**src/rtl/prog_fetch.sv**
```systemverilog
// Program fetch sequencer: 16-word instruction store, PC, FETCH/EXEC handshake
// with the core, and an EXEC watchdog that halts with a sticky error.
module prog_fetch #(
    parameter int WDOG_CYCLES = 32
) (
    input  logic        i_clock,
    input  logic        i_reset,
    input  logic        i_start,
    input  logic        i_ld_en,
    input  logic [3:0]  i_ld_addr,
    input  logic [20:0] i_ld_word,
    input  logic [3:0]  i_p_c_out,
    output logic [20:0] o_pm_cont,
    output logic [3:0]  o_p_c,
    output logic        o_running,
    output logic        o_halted,
    output logic        o_err,
    output logic [7:0]  o_instr_count
);

    // state  | meaning
    // IDLE   | after reset; program may be loaded
    // FETCH  | one cycle, reads mem[p_c]; pm_cont held at NOP
    // EXEC   | instruction on pm_cont, waiting for p_c_out == p_c+1
    // HALT   | HALT opcode or watchdog fault; program may be reloaded
    typedef enum logic [1:0] {S_IDLE, S_FETCH, S_EXEC, S_HALT} state_t;

    localparam int WDW = (WDOG_CYCLES > 1) ? $clog2(WDOG_CYCLES) : 1;
    localparam logic [WDW-1:0] WDOG_LAST = WDW'(WDOG_CYCLES - 1);

    state_t          r_state;
    state_t          w_next;
    logic [20:0]     r_mem [16];
    logic [20:0]     r_pm_cont;
    logic [3:0]      r_p_c;
    logic            r_err;
    logic [7:0]      r_instr_count;
    logic [WDW-1:0]  r_wdog;

    logic [20:0]     w_fetch_word;
    logic [3:0]      w_pc_inc;
    logic            w_is_halt;
    logic            w_advance;
    logic            w_wdog_exp;
    logic            w_loadable;

    assign w_fetch_word = r_mem[r_p_c];
    assign w_pc_inc     = r_p_c + 4'd1;
    assign w_is_halt    = (w_fetch_word[3:0] == 4'b1111);
    assign w_advance    = (i_p_c_out == w_pc_inc);
    assign w_wdog_exp   = (r_wdog == WDOG_LAST);
    assign w_loadable   = (r_state == S_IDLE) || (r_state == S_HALT);

    always_ff @(posedge i_clock) begin
        if (i_reset)
            r_state <= S_IDLE;
        else
            r_state <= w_next;
    end

    always_comb begin
        w_next = r_state;
        case (r_state)
            S_IDLE, S_HALT: if (i_start) w_next = S_FETCH;
            S_FETCH:        w_next = w_is_halt ? S_HALT : S_EXEC;
            S_EXEC: begin
                if (w_advance)
                    w_next = S_FETCH;
                else if (w_wdog_exp)
                    w_next = S_HALT;
            end
            default:        w_next = S_IDLE;
        endcase
    end

    always_comb begin
        o_running = (r_state == S_FETCH) || (r_state == S_EXEC);
        o_halted  = (r_state == S_HALT);
    end

    // Program store has no reset so a reset keeps the loaded program.
    always_ff @(posedge i_clock) begin
        if (!i_reset && i_ld_en && w_loadable)
            r_mem[i_ld_addr] <= i_ld_word;
    end

    always_ff @(posedge i_clock) begin
        if (i_reset) begin
            r_p_c         <= 4'd0;
            r_pm_cont     <= 21'd0;
            r_err         <= 1'b0;
            r_instr_count <= 8'd0;
            r_wdog        <= '0;
        end else begin
            case (r_state)
                S_IDLE, S_HALT: begin
                    if (i_start) begin
                        r_p_c         <= 4'd0;
                        r_instr_count <= 8'd0;
                        r_err         <= 1'b0;
                        r_pm_cont     <= 21'd0;
                    end
                end
                S_FETCH: begin
                    if (w_is_halt) begin
                        r_pm_cont <= 21'd0;
                    end else begin
                        r_pm_cont <= w_fetch_word;
                        r_wdog    <= '0;
                    end
                end
                S_EXEC: begin
                    if (w_advance) begin
                        r_p_c     <= i_p_c_out;
                        r_pm_cont <= 21'd0;
                        if (r_instr_count != 8'hFF)
                            r_instr_count <= r_instr_count + 8'd1;
                    end else if (w_wdog_exp) begin
                        r_err     <= 1'b1;
                        r_pm_cont <= 21'd0;
                    end else begin
                        r_wdog <= r_wdog + 1'b1;
                    end
                end
                default: ;
            endcase
        end
    end

    assign o_pm_cont     = r_pm_cont;
    assign o_p_c         = r_p_c;
    assign o_err         = r_err;
    assign o_instr_count = r_instr_count;

endmodule

```
**config.mk**
```make
export PLATFORM = sky130hd
export DESIGN_NAME = prog_fetch
export DESIGN_NICKNAME = d
export VERILOG_FILES = /design/src/rtl/prog_fetch.sv
export SDC_FILE = /design/constraint.sdc
export NUM_CORES = 1
export LEC_CHECK = 0
export ABC_AREA = 0
export CELL_PAD_IN_SITES_DETAIL_PLACEMENT = 1
export CELL_PAD_IN_SITES_GLOBAL_PLACEMENT = 2
export CORE_ASPECT_RATIO = 2
export CORE_MARGIN = 10
export CORE_UTILIZATION = 30
export CTS_BUF_LIST = sky130_fd_sc_hd__clkbuf_8 sky130_fd_sc_hd__clkbuf_16
export CTS_CLUSTER_DIAMETER = 120
export CTS_CLUSTER_SIZE = 30
export DETAILED_ROUTE_END_ITERATION = 8
export MAX_ROUTING_LAYER = met4
export PLACE_DENSITY_LB_ADDON = 0.3
export SYNTH_ARGS = -nofsm -noshare
export SYNTH_HDL_FRONTEND = slang
export SYNTH_SLANG_ARGS = --single-unit
export TNS_END_PERCENT = 50
```
**constraint.sdc**
```tcl
create_clock -name i_clock -period 9.7 [get_ports i_clock]
set_clock_uncertainty 0.2 [all_clocks]
set_input_delay 1.94 -clock i_clock [delete_from_list [all_inputs] [get_ports i_clock]]
set_output_delay 1.94 -clock i_clock [all_outputs]
set_load 0.01 [all_outputs]
```
# ---- After elaboration in Yosys (flattened, before gate mapping)
# Memory sizes are Yosys's and may differ from the RTL's. A register that Yosys moved wholly into a read port is not among the register bits.
# Cells that the tools add are included.
dict set report classes {
  n_mux 29
  reduce_logical 14
  n_eq_ne 15
  add_sub_neg 3
}
# op n
set ops {}
lappend ops {{21-bit two-way mux} 4}
lappend ops {{21-bit one-hot mux with 3 select lines} 1}
lappend ops {{8-bit two-way mux} 3}
lappend ops {{4-bit two-way mux} 4}
lappend ops {{8-bit one-hot mux with 2 select lines} 1}
lappend ops {{5-bit two-way mux} 3}
lappend ops {{2-bit inequality test, second input constant} 6}
lappend ops {{4-bit AND reduction} 3}
lappend ops {{5-bit one-hot mux with 2 select lines} 1}
lappend ops {{8-bit by 1-bit adder with 8-bit output, second input constant} 1}
lappend ops {{8-bit inequality test, second input constant} 1}
lappend ops {{4-bit one-hot mux with 2 select lines} 1}
lappend ops {{1-bit two-way mux} 6}
lappend ops {{2-bit two-way mux} 3}
lappend ops {{2-bit one-hot mux with 3 select lines} 1}
lappend ops {{5-bit by 1-bit adder with 5-bit output, second input constant} 1}
lappend ops {{5-bit == test, second input constant} 1}
lappend ops {{4-bit by 1-bit adder with 4-bit output, second input constant} 1}
lappend ops {{2-bit == test, second input constant} 2}
lappend ops {{4-bit == test} 1}
lappend ops {{4-bit == test, second input constant} 1}
lappend ops {{2-bit nonzero test} 2}
lappend ops {{3-bit inequality test, second input constant} 1}
lappend ops {{3-bit AND reduction} 1}
lappend ops {{other kinds (9)} 11}
dict set report word_totals {
  memories 1
  in_bits 33
  output_inout_bits 36
  mem_bits_rw 336
  register_bits 41
  elab_cells 68
}
# name words width rd rd_clocked_by_memory_dff wr line_no
set mem_list {}
lappend mem_list {r_mem 16 21 1 1 1 33} ;# logic [20:0] r_mem [16];

# ---- Longest topological paths before layout
dict set report logic_depth {
  ltp_word 6
  depth_mapped 10
  ltp_nobuf 8
}

# ---- Worst setup path before layout
# Ideal clock, no wire load.
dict set report synth_timing {
  kind {input -> register}
  from {input i_reset}
  to {memory r_mem[0][0] (enable)}
  cell_stages 5
  arrival_ns 4.259
  setup_time_ns 0.426
  required_ns 9.074
  setup_slack_ns 4.815
  n_path_buf 1
  cell_sequence {clkbuf_1 -> inv_1 -> nand3_1 -> or3_1 -> nor3_1}
}
dict set report synth_between {
  elab_chain_len 5
}
# item line_no
set synth_lines {}
lappend synth_lines {{start, declared} 7} ;# input logic i_reset,
lappend synth_lines {{1-bit zero test} 83} ;# if (!i_reset && i_ld_en && w_loadable)
lappend synth_lines {{1-bit logical AND (2 in a row)} 83}
lappend synth_lines {{1-bit two-way mux} 83}
lappend synth_lines {{1-bit two-way mux (not written as such)} 84} ;# r_mem[i_ld_addr] <= i_ld_word;
lappend synth_lines {{end, declared} 33}
# Every way passes these cells.

==> impl_results.md <==
- Max incr delay on CP: 990 ps
- Critical path cell sequence: buf_4 -> mux4_2 -> a22oi_1 -> nand3_1 -> nand4_1 -> nand4_4 -> o2bb2ai_1
- Setup CP Type: reg -> reg
- Worst VDD drop: 0.109 mV
- Initial Util: 30.2%
- Slowest-stage cell, CP: dfxtp_4
- CTS tree: built
- Initial drt markers: 457
- Synth Flop Type: edfxtp_1
- Mapped Nets: 778
- Hold crit path type: reg -> reg
- First-pass DRT Iterations: 5
- Overall Power: 0.00290 W
- Crit start category: flop
- Most frequent cell after synthesis: edfxtp_1
- Top post-synthesis cells by count: 336 x edfxtp_1, 101 x mux4_2, 45 x dfxtp_1, 24 x nand2_1, 23 x nor2_1
- First-pass GRT wire length: 54200 um
- Placement Rows: 115
- Cells after synthesis: 738
- Total number of vias: 7235
- Final Worst Setup Slack: 5050 ps
- Post-DR wirelength/cell: 25.2 um
- Die height: 335 um
- Final Critical Period: 4650 ps
- Root buf cell: clkbuf_16
- Largest buffer count on any clock path: 3
- Post-synthesis sequential area ratio: 73.9%
- IO Count: 69
- Post-synth EDFFs: 336
- PortBufs: 68
- Final setup violating endpoints: 0
- Clk sinks: 381
- Total grt overflow: 0
- End-of-flow core utilization: 34.3%
- Kind of cell adding the most delay to the critical path: simple AND/OR/NAND/NOR gates
- CP Capture Type: flop
- Pre-CTS setup slack: 4440 ps
- PwrDens: 172 nW/um^2
- Post-cts gate resize count: 0
- GRT Total Usage: 12.7%
- Fin. max-slew vios: 0
- Worst path arrival time: 4880 ps
- Setup TNS Final: 0 ps
- Layout cell share with drive strength beyond 1: 21.6%
- Clock latency at the later pin of the worst-skew pair: 540 ps
- Worst Tran Pin Value: 1350 ps
- Final hold vios: 0
- RSZ-0062 raised after global routing: no
- ANT nets after route: 0
- Die ar.: 59400 um^2
- Pin count of the biggest net entering global routing: 46
- Nets: 853
- Status: finished, final reports clean
- Ranking of synthesized cells by area: edfxtp_1 68%, mux4_2 15%, dfxtp_1 6.1%
- Max Fanout on Critical Path: 44
- Tcrit/Tclk final: 48.0%
- Num CTS Buffers: 16
- Detailed placement HPWL: 23200 um
- Distinct cells, synth: 53
- Max-slew headroom: 9.93%
- Final Non-Filler Cells: 1466
- Crit path buffers/inverters: 1
- Drt via density: 4.94
- Vias in the first global route: 7881
- Post-synth top area cell: edfxtp_1
- Avg Cell Area, Syn: 20.2 um^2
- Async SR Flop Fraction: 0%
- Gpl congestion: 0.727
- H-tree levels: 1
- Antenna fix cells: 0
- WP data required: 9930 ps
- Placed insts: 1438
- Core ar.: 49200 um^2
- Synth-to-Final Area Change: 13.4%
- Reg clk slew, reported paths: 120 ps
- # fillers: 4925
- Synth Register Bits: 381
- Post-synthesis cell area: 14900 um^2
- Max Cap Viol: 0
- Leakage: 5.04 nW
- DRC viols: 0
- Ys Warns: 0
- DIE WIDTH: 177 um
- Max Clock Freq: 0.215 GHz
- Final WL: 36900 um
- Hold-fix buffers at CTS: 0
- Setup Buffers After CTS: 0
- Synth top area share: 67.8%
- Initial antenna violation count: 0
placed cells by master (no fill, tap or decap), types with 5 or more instances in the layout:
cell	count
edfxtp_1	336
mux4_2	101
clkdlybuf4s50_1	68
dfxtp_1	42
inv_1	28
nand2_1	24
nand3_1	22
buf_4	22
a21oi_1	18
clkbuf_16	17
nor2_2	13
nor2_1	11
o2bb2ai_2	10
clkinv_1	8
a22oi_1	7
nand4_1	7
or4_1	7
o2bb2ai_1	7
ha_1	7
and3_1	5
o211ai_1	5
logic make-up (layout without fill, tap and decap cells):
| kind of cell | count (synthesis) | in the layout | synth area share [%] |
|---|---|---|---|
| AND/OR/NAND/NOR | 109 | 109 | 3.75 |
| flip-flops | 381 | 381 | 73.9 |
| XOR/XNOR | 8 | 8 | 0.521 |
| adder cells (fa/ha/maj) | 7 | 7 | 0.589 |
| buffers and inverters | 59 | 144 | 1.91 |
| multiplexers | 104 | 104 | 15.5 |
| AO/OA/AOI/OAI | 70 | 70 | 3.88 |
routing by layer:
| layer | share of wire [%] | track usage (%) | vias to the layer above |
|---|---|---|---|
| met2 | 59 | 24.2 | 117 |
| met3 | 2.4 | 1.09 | 24 |
| li1 | - | - | 3177 |
| met5 | 0 | - | - |
| met4 | 1.4 | 2.64 | 0 |
| met1 | 38 | 13.9 | 3917 |
stage by stage:
stage | hold slack (ps) | instance area [um^2]
final | 271 | 16900
after global routing | 294 | 16900
after CTS | 277 | 16900
after detailed placement | 258 | 16400
after global placement | 249 | 16400
after floorplan | 276 | 14900
power breakdown:
group          internal [W]  switching [W]  leakage [nW]
combinational     0.0000946       0.000160          1.39
clock              0.000326       0.000486         0.269
sequential          0.00181      0.0000243          3.39
final timing paths:
| kind | startpoint | endpoint | slack [ps] | depth (start not counted) |
|---|---|---|---|---|
| hold / removal | o_pm_cont[0]$_SDFFE_PP0P_ | o_pm_cont[0]$_SDFFE_PP0P_ | 270 | 2 |
| setup reg to reg | flop | o_pm_cont[7]$_SDFFE_PP0P_ | 5050 | 7 |
| hold reg to reg | o_pm_cont[0]$_SDFFE_PP0P_ | o_pm_cont[0]$_SDFFE_PP0P_ | 270 | 2 |
| setup / recovery | flop | o_pm_cont[7]$_SDFFE_PP0P_ | 5050 | 7 |
state kept, by name (all words and copies together), names as in the netlist, named ones only:
register,flops
r_mem,336
o_pm_cont,21
o_instr_count,8
r_wdog,5
o_p_c,4
r_state,2
o_err,1
tightest hold or removal path, delay by kind of cell, from the launching register on:
kind               cells  cell delay [ps]
DFF                    1              340
and+or+nand+nor        1               60
AOI/OAI and AO/OA      1               50
area by class of cell:
type	count	area, um^2	share of cell area (%)
multi-input cells	298	3660	21.7
flip-flops and latches	381	11000	65.2
inverters	26	97.6	0.578
repair buffers	90	846	5.01
clock inverters	11	48.8	0.289
well taps	643	805	4.77
clock buffers	17	425	2.52
Note: power is estimated with default switching activity, not from simulation.
==> edit 1, RTL diff (same settings) <==
The 4 states of `state_t` get a one-hot encoding in 4 bits.
--- a/src/rtl/prog_fetch.sv
+++ b/src/rtl/prog_fetch.sv
@@ -23,7 +23,7 @@
     // FETCH  | one cycle, reads mem[p_c]; pm_cont held at NOP
     // EXEC   | instruction on pm_cont, waiting for p_c_out == p_c+1
     // HALT   | HALT opcode or watchdog fault; program may be reloaded
-    typedef enum logic [1:0] {S_IDLE, S_FETCH, S_EXEC, S_HALT} state_t;
+    typedef enum logic [3:0] {S_IDLE = 4'b0001, S_FETCH = 4'b0010, S_EXEC = 4'b0100, S_HALT = 4'b1000} state_t;
 
     localparam int WDW = (WDOG_CYCLES > 1) ? $clog2(WDOG_CYCLES) : 1;
     localparam logic [WDW-1:0] WDOG_LAST = WDW'(WDOG_CYCLES - 1);
Behaviour: same outputs for any inputs over 4 cycles, from zero or initial values and one cycle with i_reset high; so few cycles prove little.
==> edit 1 against the original RTL <==
- register-to-register slack improved by 0.76 ns
- design area fell by 1.2%
- area after synthesis is 1.0% lower
- die area decreased by 0.91%
- synthesized cell count decreased by 5.6%
- setup slack improved by 0.034 ns
- global-route usage fell by 0.54 points
- via count decreased by 4.0%
- sequential cell count up 2
- total power is 2.4% lower
- routed wire length decreased by 5.3%
- count of clock-buffer cells in the layout unchanged
- largest cell class unchanged
==> edit 1: results (changes against the original RTL) <==
Outcome
  – Run status: completed

Routing
  – DR vias/cell: 4.89 (-0.88%)
  – Final wirelength: 35000 um (-5.3%)
  – DR pass1 iterations: 4 (-1)
  – Initial drt markers: 389 (-15%)

Global route
  – Largest net degree at the start of global routing: 74 (+61%)
  – GR Overflow Total: 0 (unchanged)
  – GRT Util Overall: 12.2% (-0.54 points)
  – First-pass GRT wire length: 52200 um (-3.6%)
  – Vias in the first global route: 7745 (-1.7%)

Worst hold path
  – Hold Path Sink: o_pm_cont[11]$_SDFFE_PP0P_
  – Worst min-delay path startpoint: o_pm_cont[11]$_SDFFE_PP0P_
  – Hold depth: 1 (-1)

Critical path
  – R2R depth: 7 (unchanged)
  – FF-to-FF setup slack: 5.81 ns (+0.76 ns)
  – Worst endpoint data arrival time: 4.63 ns (-0.25 ns)
  – Critical Path Fanout Max: 20 (-55%)
  – Crit path to: r_mem[2][12]$_DFFE_PP_

Power
  – Max VDD drop: 0.0951 mV (-13%)
  – Pleak: 4.99 nW (-1.1%)

Placed design
  – RD Place Congestion: 0.766 (+5.4%)
  – Post-place setup slack: 4.44 ns (-0.00352 ns)
  – Post-DP HPWL: 23200 um (-0.11%)

Synth
  – Seq/Total Area, Yosys: 74.9% (+1.0 points)
  – Top cells by area, synth: edfxtp_1, mux4_2, dfxtp_1
  – Xor/xnor cell area share of the yosys netlist: 0.815% (+0.29 points)
  – Syn Nets: 734 (-5.7%)
  – Adder-Cell Fraction of Synth Area: 0.340% (-0.25 points)
  – Top post-synthesis cells by count: edfxtp_1, mux4_2, dfxtp_1, nor2_1, a22o_1
  – Compound-Gate Fraction of Synth Area: 2.50% (-1.4 points)
  – Synth cell types: 48 (-9.4%)
  – Mux share of post-synthesis cell area: 15.8% (+0.27 points)

Finish
  – Fin nets: 809 (-5.2%)
  – Layout cells sized above 1: 21.7% (+0.11 points)

STA
  – Fmax: 217 MHz (+0.74%)
  – Max_slew headroom: 22.7% (+13 points)
[edit 1: cell types whose count changed in the layout (fill, tap and decap cells not counted), sizes merged, moves of 8 or more]
| cell | change |
|---|---|
| a22o | +21 |
| o2bb2ai | -17 |
| inv | -14 |
| a21oi | -11 |
| nor2 | +10 |
| clkinv | -8 |
| nand3 | -8 |
[edit 1: per-layer routing]
layer | global-route usage [%] | share of wire, %
met1 | 14.1 | 40
met2 | 21.7 | 54
met3 | 1.54 | 3.8
met4 | 2.93 | 1.5
met5 | - | 0
[edit 1: worst max-delay path: stages]
cell             delay, ns
clkdlybuf4s50_1       0.80
nor3b_1               0.64
nor2b_1               0.24
nand2b_1              0.17
nor2_2                0.49
buf_4                 0.34
[edit 1: cells by family (layout without fill, tap and decap cells)]
logic type      count (synthesis)  in the layout
xor+xnor                       12             12
fa+ha+maj                       4              4
flops                         383            383
mux                           105            105
compound gates                 47             47
simple gates                  111            111
buf+inv                        35            120
[edit 1: final cells by class]
type	count	area (um^2)
Clock inverter	11	46.3
Tap cell	638	798
Clock buffer	17	425
Timing Repair Buffer	88	831
Fill cell	4803	31800
Multi-Input combinational cell	279	3520
Sequential cell	383	11000
Inverter	4	15.0
[edit 1: report_power, final]
part | switching, mW | internal [mW] | leakage (nW)
clock | 0.488 | 0.326 | 0.267
combinational | 0.121 | 0.0622 | 1.32
sequential | 0.0176 | 1.82 | 3.41
[edit 1: through the flow]
stage	std cells	util (%)	instance area, um^2	hold WS, ns
after floorplan	697	-	14700	0.266
after global placement	1392	33.4	16200	0.262
after detailed placement	1392	33.4	16200	0.267
final	1420	34.4	16700	0.292
after CTS	1420	34.4	16700	0.298
after global routing	1420	34.4	16700	0.307
==> edit 2, RTL diff (same settings) <==
Made on the original files. `WDOG_CYCLES`: 32 -> 16.
--- a/src/rtl/prog_fetch.sv
+++ b/src/rtl/prog_fetch.sv
@@ -1,7 +1,7 @@
 // Program fetch sequencer: 16-word instruction store, PC, FETCH/EXEC handshake
 // with the core, and an EXEC watchdog that halts with a sticky error.
 module prog_fetch #(
-    parameter int WDOG_CYCLES = 32
+    parameter int WDOG_CYCLES = 16
 ) (
     input  logic        i_clock,
     input  logic        i_reset,
Check against the original RTL: same outputs for any inputs over 4 cycles, from zero or initial values and one cycle with i_reset high; that may be too few to reach the edited logic, so the function may still have changed.
==> edit 2 against the original RTL <==
- sequential cell count shrank 1
- first-iteration DRC count increased by 4.4%
- routed wire length fell by 6.5%
- non-clock buffer count increased by 2
- register-to-register slack better by 1.0 ns
- fmax grew 6.8%
- sequential share of layout area is 0.060 points higher
- count of clock-buffer cells in the layout is the same
- design area decreased by 0.27%
- total power up 0.58%
- area after synthesis is 0.72% lower
- combinational power up 8.2%
- setup slack improved by 0.30 ns
- critical path depth is 1 higher
==> edit 2: results (changes against the original RTL) <==
Outcome
  – Run status: completed

Synth
  – Syn Nets: 774 (-0.51%)
  – Seq/Total Area, Yosys: 74.3% (+0.40 points)
  – Top post-synthesis cells by count: edfxtp_1, mux4_2, dfxtp_1, nor2_1, inv_1
  – Top cells by area, synth: edfxtp_1, mux4_2, dfxtp_1
  – Mapped Avg Cell Area: 20.1 um^2 (-0.32%)

Finish
  – Finished Layout Cells: 1467 (+0.068%)
  – Filler Cells Inserted: 4903 (-0.45%)
  – Layout cells sized above 1: 21.3% (-0.34 points)
  – Fin nets: 851 (-0.23%)

Power
  – Max VDD drop: 0.117 mV (+7.4%)
  – Switching Share: 22.9% (-0.19 points)
  – Gate power share: 9.5% (+0.7 points)
  – Pleak: 5.07 nW (+0.53%)
  – Seq pwr share: 62.9% (-0.4 points)

Global route
  – Antenna violations before repair: 1 (+1)
  – Largest net degree at the start of global routing: 67 (+46%)
  – Vias in the first global route: 7825 (-0.71%)

Placed design
  – Post-DP HPWL: 19400 um (-16%)
  – Placed cell areas: 16400 um^2 (-0.31%)
  – RD Place Congestion: 0.725 (-0.28%)
  – Placed cells: 1437 (-0.070%)

Routing
  – Initial drt markers: 477 (+4.4%)
  – DR pass1 iterations: 4 (-1)
  – DR vias: 7090 (-2.0%)

Worst hold path
  – Hold Path Sink: o_pm_cont[2]$_SDFFE_PP0P_
  – Worst min-delay path startpoint: o_pm_cont[2]$_SDFFE_PP0P_

Critical path
  – Crit path max-delay family: compound AO/OA/AOI/OAI gates
  – Crit-path slowest cell: or4_1
  – Worst endpoint data arrival time: 4.61 ns (-0.27 ns)

STA
  – WHS: 0.274 ns (+0.00336 ns)
  – Slew at the pin with the worst max-slew slack: 1.07 ns (-0.277 ns)
## edit 2: layer usage
layer | part of all wire (%) | routed length [um] | vias up | GRT usage (%)
li1 | - | - | 3132 | -
met1 | 42 | 14500 | 3837 | 14.2
met2 | 53 | 18500 | 102 | 21.2
met3 | 3.4 | 1180 | 19 | 1.55
met4 | 1.0 | 354 | 0 | 2.24
met5 | 0 | 0 | - | -
## edit 2: area by class of cell
type | count | area share, %
sequential | 380 | 65.2
antenna | 2 | 0.0297
clock buffer | 17 | 2.53
timing repair buffer | 92 | 5.11
clock inverter | 11 | 0.290
inverter | 23 | 0.513
tap | 643 | 4.78
multi-input combinational | 299 | 21.5
## edit 2: cell families (layout without fill, tap and decap cells)
kind of cell	Yosys count	count (layout)	synth area share (%)
and+or+nand+nor	125	125	4.12
xor gates and xnor gates	10	10	0.686
adders and majority gates	6	6	0.508
buffers and inverters	56	143	1.58
AOI/OAI and AO/OA	50	50	2.96
DFF	380	380	74.3
muxes	108	108	15.9
other	0	2	0
